==> src/rtl/ethernet_smi_pkg.sv <==
`default_nettype none
// ============================================================================
// Module      : ethernet_smi_pkg
// Description : Shared types, frame constants and header builder for the
//               clause-22 SMI management controller.
// Revision    : 1.0 - initial release
// ============================================================================
package ethernet_smi_pkg;

  typedef enum logic [2:0] {
    ST_IDLE = 3'd0,
    ST_PRE  = 3'd1,
    ST_HDR  = 3'd2,
    ST_TA   = 3'd3,
    ST_DATA = 3'd4,
    ST_END  = 3'd5
  } smiState_t;

  localparam logic [1:0] SMI_OP_READ  = 2'b10;
  localparam logic [1:0] SMI_OP_WRITE = 2'b01;
  localparam logic [1:0] SMI_ST       = 2'b01;

  localparam int PHY_W    = 5;
  localparam int REG_W    = 5;
  localparam int DATA_W   = 16;
  localparam int HDR_BITS = 14;
  localparam int TA_BITS  = 2;

  // ST, OP, PHYAD, REGAD in transmit order (MSB goes out first)
  function automatic logic [HDR_BITS-1:0] smiHeader(
    input logic             isRead,
    input logic [PHY_W-1:0] phyAddr,
    input logic [REG_W-1:0] regAddr
  );
    return {SMI_ST, (isRead ? SMI_OP_READ : SMI_OP_WRITE), phyAddr, regAddr};
  endfunction

endpackage
`default_nettype wire

==> src/rtl/ethernet_smi_controller_if.sv <==
`default_nettype none
// ============================================================================
// Module      : ethernet_smi_controller_if
// Description : Host request/response channel of the SMI controller.
// Revision    : 1.0 - initial release
// ============================================================================
interface ethernet_smi_controller_if;
  import ethernet_smi_pkg::*;

  logic              req_valid;
  logic              req_ready;
  logic              req_read;
  logic [PHY_W-1:0]  req_phy;
  logic [REG_W-1:0]  req_reg;
  logic [DATA_W-1:0] req_wdata;
  logic              rsp_valid;
  logic [DATA_W-1:0] rsp_rdata;
  logic              rsp_error;

  modport master (
    output req_valid, req_read, req_phy, req_reg, req_wdata,
    input  req_ready, rsp_valid, rsp_rdata, rsp_error
  );

  modport slave (
    input  req_valid, req_read, req_phy, req_reg, req_wdata,
    output req_ready, rsp_valid, rsp_rdata, rsp_error
  );

endinterface
`default_nettype wire

==> src/rtl/ethernet_smi_shifter.sv <==
`default_nettype none
// ============================================================================
// Module      : ethernet_smi_shifter
// Description : Load / shift-left register with MSB tap, used both to
//               serialise write data and to assemble read data.
// Revision    : 1.0 - initial release
// ============================================================================
module ethernet_smi_shifter #(
  parameter int WIDTH = 16
) (
  input  logic             clk,
  input  logic             reset,
  input  logic             load,
  input  logic [WIDTH-1:0] loadData,
  input  logic             shift,
  input  logic             serialIn,
  output logic             msb,
  output logic [WIDTH-1:0] data
);

  logic [WIDTH-1:0] r_data;

  always_ff @(posedge clk) begin
    if (!reset) begin
      r_data <= '0;
    end else if (load) begin
      r_data <= loadData;
    end else if (shift) begin
      r_data <= {r_data[WIDTH-2:0], serialIn};
    end
  end

  assign msb  = r_data[WIDTH-1];
  assign data = r_data;

endmodule
`default_nettype wire

==> src/rtl/ethernet_smi_controller.sv <==
`default_nettype none
// ============================================================================
// Module      : ethernet_smi_controller
// Description : Serialises clause-22 SMI read/write frames onto mdc/mdio,
//               one MDC half-period per tick strobe.
// Revision    : 1.0 - initial release
// ============================================================================
module ethernet_smi_controller
  import ethernet_smi_pkg::*;
#(
  parameter int PREAMBLE_BITS = 32
) (
  input  logic                       clk,
  input  logic                       reset,
  input  logic                       tick,
  ethernet_smi_controller_if.slave   host,
  output logic                       mdc,
  output logic                       mdio_out,
  output logic                       mdio_oe,
  input  logic                       mdio_in
);

  localparam logic [5:0] c_PRE_LAST  = (PREAMBLE_BITS == 0) ? 6'd0 : 6'(PREAMBLE_BITS - 1);
  localparam logic [5:0] c_HDR_LAST  = 6'(HDR_BITS - 1);
  localparam logic [5:0] c_TA_LAST   = 6'(TA_BITS - 1);
  localparam logic [5:0] c_DATA_LAST = 6'(DATA_W - 1);

  smiState_t           r_state;
  smiState_t           w_stateNext;
  logic [5:0]          r_cnt;
  logic                r_phase;
  logic                r_read;
  logic                r_taError;
  logic [HDR_BITS-1:0] r_hdr;
  logic                r_mdc;
  logic                r_mdioOut;
  logic                r_mdioOe;
  logic                r_rspValid;
  logic                r_rspError;
  logic [DATA_W-1:0]   r_rspRdata;

  logic                w_accept;
  logic                w_inBitState;
  logic                w_lowTick;
  logic                w_highTick;
  logic                w_lastBit;
  logic                w_bit;
  logic                w_oe;
  logic                w_shMsb;
  logic [DATA_W-1:0]   w_shData;

  // Ready stays low for the response cycle so a held request lands one cycle later
  assign host.req_ready = reset && (r_state == ST_IDLE) && !r_rspValid;
  assign w_accept       = host.req_valid && host.req_ready;
  assign w_inBitState   = (r_state == ST_PRE) || (r_state == ST_HDR) ||
                          (r_state == ST_TA)  || (r_state == ST_DATA);
  assign w_lowTick      = tick && w_inBitState && !r_phase;
  assign w_highTick     = tick && w_inBitState && r_phase;

  ethernet_smi_shifter #(.WIDTH(DATA_W)) u_shifter (
    .clk      (clk),
    .reset    (reset),
    .load     (w_accept),
    .loadData (host.req_read ? '0 : host.req_wdata),
    .shift    (w_highTick && (r_state == ST_DATA)),
    .serialIn (r_read & mdio_in),
    .msb      (w_shMsb),
    .data     (w_shData)
  );

  always_comb begin
    w_stateNext = r_state;
    w_lastBit   = 1'b0;
    w_bit       = 1'b1;
    w_oe        = 1'b1;
    case (r_state)
      ST_IDLE: begin
        if (w_accept) w_stateNext = (PREAMBLE_BITS == 0) ? ST_HDR : ST_PRE;
      end
      ST_PRE: begin
        w_lastBit = (r_cnt == c_PRE_LAST);
        if (w_highTick && w_lastBit) w_stateNext = ST_HDR;
      end
      ST_HDR: begin
        w_bit     = r_hdr[HDR_BITS-1];
        w_lastBit = (r_cnt == c_HDR_LAST);
        if (w_highTick && w_lastBit) w_stateNext = ST_TA;
      end
      ST_TA: begin
        w_oe      = !r_read;
        w_bit     = r_read || (r_cnt == 6'd0);
        w_lastBit = (r_cnt == c_TA_LAST);
        if (w_highTick && w_lastBit) w_stateNext = ST_DATA;
      end
      ST_DATA: begin
        w_oe      = !r_read;
        w_bit     = r_read || w_shMsb;
        w_lastBit = (r_cnt == c_DATA_LAST);
        if (w_highTick && w_lastBit) w_stateNext = ST_END;
      end
      ST_END: begin
        w_oe = 1'b0;
        if (tick) w_stateNext = ST_IDLE;
      end
      default: w_stateNext = ST_IDLE;
    endcase
  end

  always_ff @(posedge clk) begin
    if (!reset) r_state <= ST_IDLE;
    else        r_state <= w_stateNext;
  end

  always_ff @(posedge clk) begin
    if (!reset) begin
      r_cnt      <= '0;
      r_phase    <= 1'b0;
      r_read     <= 1'b0;
      r_taError  <= 1'b0;
      r_hdr      <= '0;
      r_mdc      <= 1'b0;
      r_mdioOut  <= 1'b1;
      r_mdioOe   <= 1'b0;
      r_rspValid <= 1'b0;
      r_rspRdata <= '0;
      r_rspError <= 1'b0;
    end else begin
      r_rspValid <= 1'b0;
      if (w_accept) begin
        r_read    <= host.req_read;
        r_hdr     <= smiHeader(host.req_read, host.req_phy, host.req_reg);
        r_cnt     <= '0;
        r_phase   <= 1'b0;
        r_taError <= 1'b0;
      end
      if (w_lowTick) begin
        r_mdc     <= 1'b0;
        r_mdioOut <= w_bit;
        r_mdioOe  <= w_oe;
        r_phase   <= 1'b1;
      end
      if (w_highTick) begin
        r_mdc   <= 1'b1;
        r_phase <= 1'b0;
        r_cnt   <= w_lastBit ? 6'd0 : r_cnt + 6'd1;
        if (r_state == ST_HDR) r_hdr <= r_hdr << 1;
        // Second turnaround bit: a live PHY pulls mdio low here
        if ((r_state == ST_TA) && (r_cnt == c_TA_LAST) && r_read) r_taError <= mdio_in;
      end
      if ((r_state == ST_END) && tick) begin
        r_mdc      <= 1'b0;
        r_mdioOe   <= 1'b0;
        r_mdioOut  <= 1'b1;
        r_rspValid <= 1'b1;
        r_rspRdata <= r_read ? w_shData : '0;
        r_rspError <= r_read & r_taError;
      end
    end
  end

  assign mdc            = r_mdc;
  assign mdio_out       = r_mdioOut;
  assign mdio_oe        = r_mdioOe;
  assign host.rsp_valid = r_rspValid;
  assign host.rsp_rdata = r_rspRdata;
  assign host.rsp_error = r_rspError;

endmodule
`default_nettype wire
==> src/flat_wrapper.sv <==
// flat-port wrapper written by rule: the top's interface ports become plain ports
module ethernet_smi_controller_flat import ethernet_smi_pkg::*;
#(
  parameter int PREAMBLE_BITS = 32
)
  (clk, reset, tick, mdc, mdio_out, mdio_oe, mdio_in, host_req_valid, host_req_read, host_req_phy, host_req_reg, host_req_wdata, host_req_ready, host_rsp_valid, host_rsp_rdata, host_rsp_error);
  ethernet_smi_controller_if host_i ();
  input  logic clk;
  input  logic reset;
  input  logic tick;
  output logic mdc;
  output logic mdio_out;
  output logic mdio_oe;
  input  logic mdio_in;
  input wire logic [$bits(host_i.req_valid)-1:0] host_req_valid;
  input wire logic [$bits(host_i.req_read)-1:0] host_req_read;
  input wire logic [$bits(host_i.req_phy)-1:0] host_req_phy;
  input wire logic [$bits(host_i.req_reg)-1:0] host_req_reg;
  input wire logic [$bits(host_i.req_wdata)-1:0] host_req_wdata;
  output wire logic [$bits(host_i.req_ready)-1:0] host_req_ready;
  output wire logic [$bits(host_i.rsp_valid)-1:0] host_rsp_valid;
  output wire logic [$bits(host_i.rsp_rdata)-1:0] host_rsp_rdata;
  output wire logic [$bits(host_i.rsp_error)-1:0] host_rsp_error;
  assign host_i.req_valid = host_req_valid;
  assign host_i.req_read = host_req_read;
  assign host_i.req_phy = host_req_phy;
  assign host_i.req_reg = host_req_reg;
  assign host_i.req_wdata = host_req_wdata;
  assign host_req_ready = host_i.req_ready;
  assign host_rsp_valid = host_i.rsp_valid;
  assign host_rsp_rdata = host_i.rsp_rdata;
  assign host_rsp_error = host_i.rsp_error;
  ethernet_smi_controller #(.PREAMBLE_BITS(PREAMBLE_BITS)) u_core (.clk(clk), .reset(reset), .tick(tick), .host(host_i), .mdc(mdc), .mdio_out(mdio_out), .mdio_oe(mdio_oe), .mdio_in(mdio_in));
endmodule
==> config.mk <==
export PLATFORM = sky130hd
export DESIGN_NAME = ethernet_smi_controller_flat
export DESIGN_NICKNAME = d
export VERILOG_FILES = /design/src/rtl/ethernet_smi_pkg.sv /design/src/rtl/ethernet_smi_controller_if.sv /design/src/rtl/ethernet_smi_shifter.sv /design/src/rtl/ethernet_smi_controller.sv /design/src/flat_wrapper.sv
export SDC_FILE = /design/constraint.sdc
export NUM_CORES = 1
export LEC_CHECK = 0
export BUFFER_PORTS_ARGS = -buffer_cell sky130_fd_sc_hd__buf_2
export CORE_ASPECT_RATIO = 0.8
export CORE_MARGIN = 1.5
export CORE_UTILIZATION = 55
export CTS_CLUSTER_DIAMETER = 80
export DETAILED_ROUTE_END_ITERATION = 12
export PLACE_DENSITY = 0.79
export SETUP_SLACK_MARGIN = 0.05
export SKIP_LAST_GASP = 1
export SLEW_MARGIN = 20
export SYNTH_ARGS = -nofsm -noshare
export SYNTH_HDL_FRONTEND = slang
export SYNTH_SLANG_ARGS = --single-unit
==> constraint.sdc <==
create_clock -name clk -period 5.3 [get_ports clk]
set_input_delay 1.59 -clock clk [delete_from_list [all_inputs] [get_ports clk]]
set_output_delay 1.59 -clock clk [all_outputs]
set_load 0.02 [all_outputs]
==> reports/results.env <==
RUN_STATUS='complete, no violations'
WORST-SETUP-PATH-TYPE='input pin to output port'
FINAL.SETUP_SKEW_NS=0.00499
FLOORPLAN.IO_PINS=54
FIRST_ITER_VIOLATIONS=314
TIMING.MAX_CAP.VIOLATIONS=0
FINISH.NET_COUNT=406
DETAIL_ROUTE.WL_PER_CELL_UM=14.4
GRT-OVFL-TOTAL=0
POST_SYNTH_INSTANCE_AREA_MM2=0.00286
R2R_SLACK_NS=2.77
IRDROPWORSTVDD_uV=217
SETUP_VIOL=0
FLOORPLAN.INITIALDENSITY=0.571
DRC=0
POSTSYNTHCELLCOUNT=332
CLOCK_TREE_FROM_TRITONCTS='done'
TIMING.HOLD.WORST_ENDPOINT='u_core.mdc$_SDFFE_PP0P_'
POST_ROUTE_CELLS_DRIVE_ABOVE_1_SHARE=0.213
GRTUSAGETOTAL=0.234
CTS.SINK_COUNT=63
GRT_SETUP_UNREPAIRED='no'
DIE_W_UM=83.6
FLOORPLAN.DIE_AREA_MM2=0.00564
ROUTED_VIAS=2598
SYNTH_AREA_LEADERS='sky130_fd_sc_hd__dfxtp_1 44%, sky130_fd_sc_hd__a22o_1 5.2%, sky130_fd_sc_hd__nor2_1 5.0%'
LARGEST_NET_DEGREE_AT_THE_START_OF_GLOBAL_ROUTING=53
SYNTH_EDF_COUNT=0
CTS_BUFFERS=9
FINAL.PERIOD_UTILIZATION=0.744
LEAKAGEPOWER_nW=1.33
CTS_HOLD_BUF=0
MAXSLEWHEADROOM=0.360
ANTENNA_VIOLATIONS_BEFORE_REPAIR=0
CTS_MAX_LEVEL=3
GRT_PASS1_WL_UM=10400
POST-SYNTH-TOP-AREA-CELL='sky130_fd_sc_hd__dfxtp_1'
CLOCK-ROOT-BUFFER='sky130_fd_sc_hd__clkbuf_8'
YS_FF_LATCH=63
CTS.CLK_SLEW.WORST_PATHS_NS=0.06
LAYOUT.CELLS.MOST_COMMON_LIST='63 x sky130_fd_sc_hd__dfxtp_1, 53 x sky130_fd_sc_hd__buf_2, 38 x sky130_fd_sc_hd__nor2_1'
GRT_USE_MET3=0.0807
GRT_USE_MET1=0.330
DETAILEDPLACEMENTHPWL_UM=4070
CRITICAL-PATH-TOP-CELL-BY-COUNT='sky130_fd_sc_hd__buf_2'
CRITPATHREQUIREDTIME_NS=3.71
REG2REG_END='u_core.u_shifter.data[9]$_SDFFE_PN0P_'
ANTENNA_CELLS_INSERTED=0
CTS-RESIZED-GATES=0
CRITICAL_PATH.SLOWEST_CELL='sky130_fd_sc_hd__nor4_1'
TIMING.FINAL.CRIT_PERIOD_NS=3.95
FINAL_CELL_AREA_MM2=0.00330
SHARE_OF_SYNTHESIZED_FLIP_FLOPS_WITH_AN_ASYNCHRONOUS_SET_OR_RESET=0
PATH_BUF_INV=2
DRTPASS1ITERATIONS=5
VIASPERCELL=5.93
CRIT_ARRIVAL_NS=2.36
HOLD_START='u_core.mdc$_SDFFE_PP0P_'
MAPPEDNETLISTNETS=367
NUM_ROWS=23
DOMINANTREGCELLSYNTH='sky130_fd_sc_hd__dfxtp_1'
CRIT_CHAIN='buf_2 > nand2_1 > nor4_1 > buf_2'
FLOORPLAN_CORE_AREA_MM2=0.00501
POWERDENSITY_mW_PER_MM2=302
AREA_GROWTH_PCT=15.5
CLOCK_INSERTION_DELAY_AT_THE_LATER_PIN_OF_THE_SKEW_REPORT_NS=0.34
CTS.PATH.MAX_BUFFERS=2
SETUP.WORST_PATH.START_CLASS='input pin'
PLACEMENT.IO_BUFFERS=53
PLACEMENT.CELL_AREA_MM2=0.00311
SYNTHDISTINCTLIBCELLS=48
VIA_COUNT_OF_THE_FIRST_GLOBAL_ROUTING_PASS=2192
LAYOUT_COMMONEST_CELL='sky130_fd_sc_hd__dfxtp_1'
CRIT-REG2REG-LAUNCH='u_core.r_state[0]$_SDFFE_PN0P_'
POST_ROUTE_SETUP_TNS_NS=0
NETLIST.AREA_LEADER.SHARE=0.441
WORSTHOLDPATHCELLS=2
SYNTH.YOSYS.SEQ_AREA_SHARE=0.441
NUMBER_OF_WARNINGS_ISSUED_BY_YOSYS=0
DRT-TOTAL-WL_UM=6320
CHIPHEIGHT_UM=67.5
WORST_PIN_SLEW_NS=0.956
PATH_MAX_FANOUT=9
GP_CONGESTION=0.839
CP_TOP_FAMILY='buffers and inverters'
BUSIEST_LAYER_IN_GLOBAL_ROUTING='met2'
GRT_UTIL_MET2=0.330
FINAL-MAX-SLEW-VIOLATION-COUNT=0
R2R.WORST_PATH.CELLS=6
HOLD_PATH_CLASS='flop to flop'
NUMBER_OF_ROUTED_NETS_WITH_ANTENNA_VIOLATIONS=0
WORST_PATH_LARGEST_CELL_DELAY_NS=0.24
FMAX_MHz=253
HOLD_VIOL=0
SYNTH_AREA_PER_CELL_UM2=8.61
END_KIND='output port'
POSTCTSSETUPREPAIRBUFS=0
-- cell families after synthesis --
| family | after synthesis | synth area share |
|---|---|---|
| AND/OR/NAND/NOR | 131 | 0.234 |
| AO/OA/AOI/OAI | 95 | 0.241 |
| flip-flops | 63 | 0.441 |
| buffers and inverters | 35 | 0.0530 |
| multiplexers | 4 | 0.0140 |
| adder cells (fa/ha/maj) | 3 | 0.0131 |
| XOR/XNOR | 1 | 0.00307 |
-- routing by layer --
metal | up-vias | share of wire | routed length, um
li1 | 1285 | - | -
met1 | 1193 | 0.49 | 3090
met2 | 109 | 0.43 | 2690
met3 | 11 | 0.073 | 464
met4 | 0 | 0.013 | 80
met5 | - | 0 | 0
-- per-stage QoR --
step	instances	power [mW]	hold WS (ns)	utilization	setup slack [ns]
final	438	0.995	0.454	0.659	1.35
after global routing	438	1.03	0.486	0.659	1.35
after CTS	438	0.999	0.459	0.659	1.40
after detailed placement	422	0.597	0.451	0.621	1.40
after global placement	422	0.595	0.445	0.621	1.45
after floorplan	332	0.570	0.440	-	1.18
-- worst min-delay path, delay by kind of cell (launching register included) --
kind	cells	cell delay (ns)
compound gates	1	0.05
simple gates	1	0.05
flops	1	0.31
-- synth_stat cells (all sizes together) (2+ instances only) --
cell / number
nor2: 39
o22ai: 3
or4: 2
a22oi: 2
nand3: 17
a22o: 17
a311oi: 11
clkbuf: 12
and3: 2
a211oi: 17
nor4: 4
and4bb: 2
and2: 3
nor2b: 6
mux2i: 4
a31oi: 2
nand2: 32
dfxtp: 63
o21a: 2
a21oi: 26
nor3b: 16
buf: 16
inv: 7
or3: 2
o21ai: 6
o211ai: 3
ha: 3
a31o: 2
-- worst max path at each step --
stage	start	to	slack [ns]	depth (start not counted)
finish	reset	host_req_ready	1.35	4
global route	reset	host_req_ready	1.35	4
CTS	reset	host_req_ready	1.40	4
detailed placement	reset	host_req_ready	1.40	4
global placement	reset	host_req_ready	1.45	4
floorplan	reset	host_req_ready	1.18	3
-- final cells by class --
class	count	area (um^2)
fillers	439	1710
multi-input cells	234	1460
flip-flops and latches	63	1260
repair buffers	56	288
clock buffers	12	145
well taps	62	77.6
clock inverters	4	45.0
inverters	7	26.3
-- report_power, final --
part	switching (mW)	internal [mW]	leakage, nW	total, mW
clock	0.180	0.228	0.100	0.408
sequential	0.0148	0.490	0.512	0.504
combinational	0.0485	0.0339	0.716	0.0824
-- registers in the layout, summed over array words and instances, names as in the netlist --
| name | flops |
|---|---|
| u_core.host.rsp_rdata | 16 |
| u_core.u_shifter.data | 16 |
| u_core.r_hdr | 14 |
| u_core.r_cnt | 6 |
| u_core.r_state | 3 |
| u_core.host.rsp_error | 1 |
| u_core.host.rsp_valid | 1 |
| u_core.mdc | 1 |
| u_core.mdio_oe | 1 |
| u_core.mdio_out | 1 |
| u_core.r_phase | 1 |
| u_core.r_read | 1 |
| u_core.r_taError | 1 |
(Power assumes the default switching activity.)
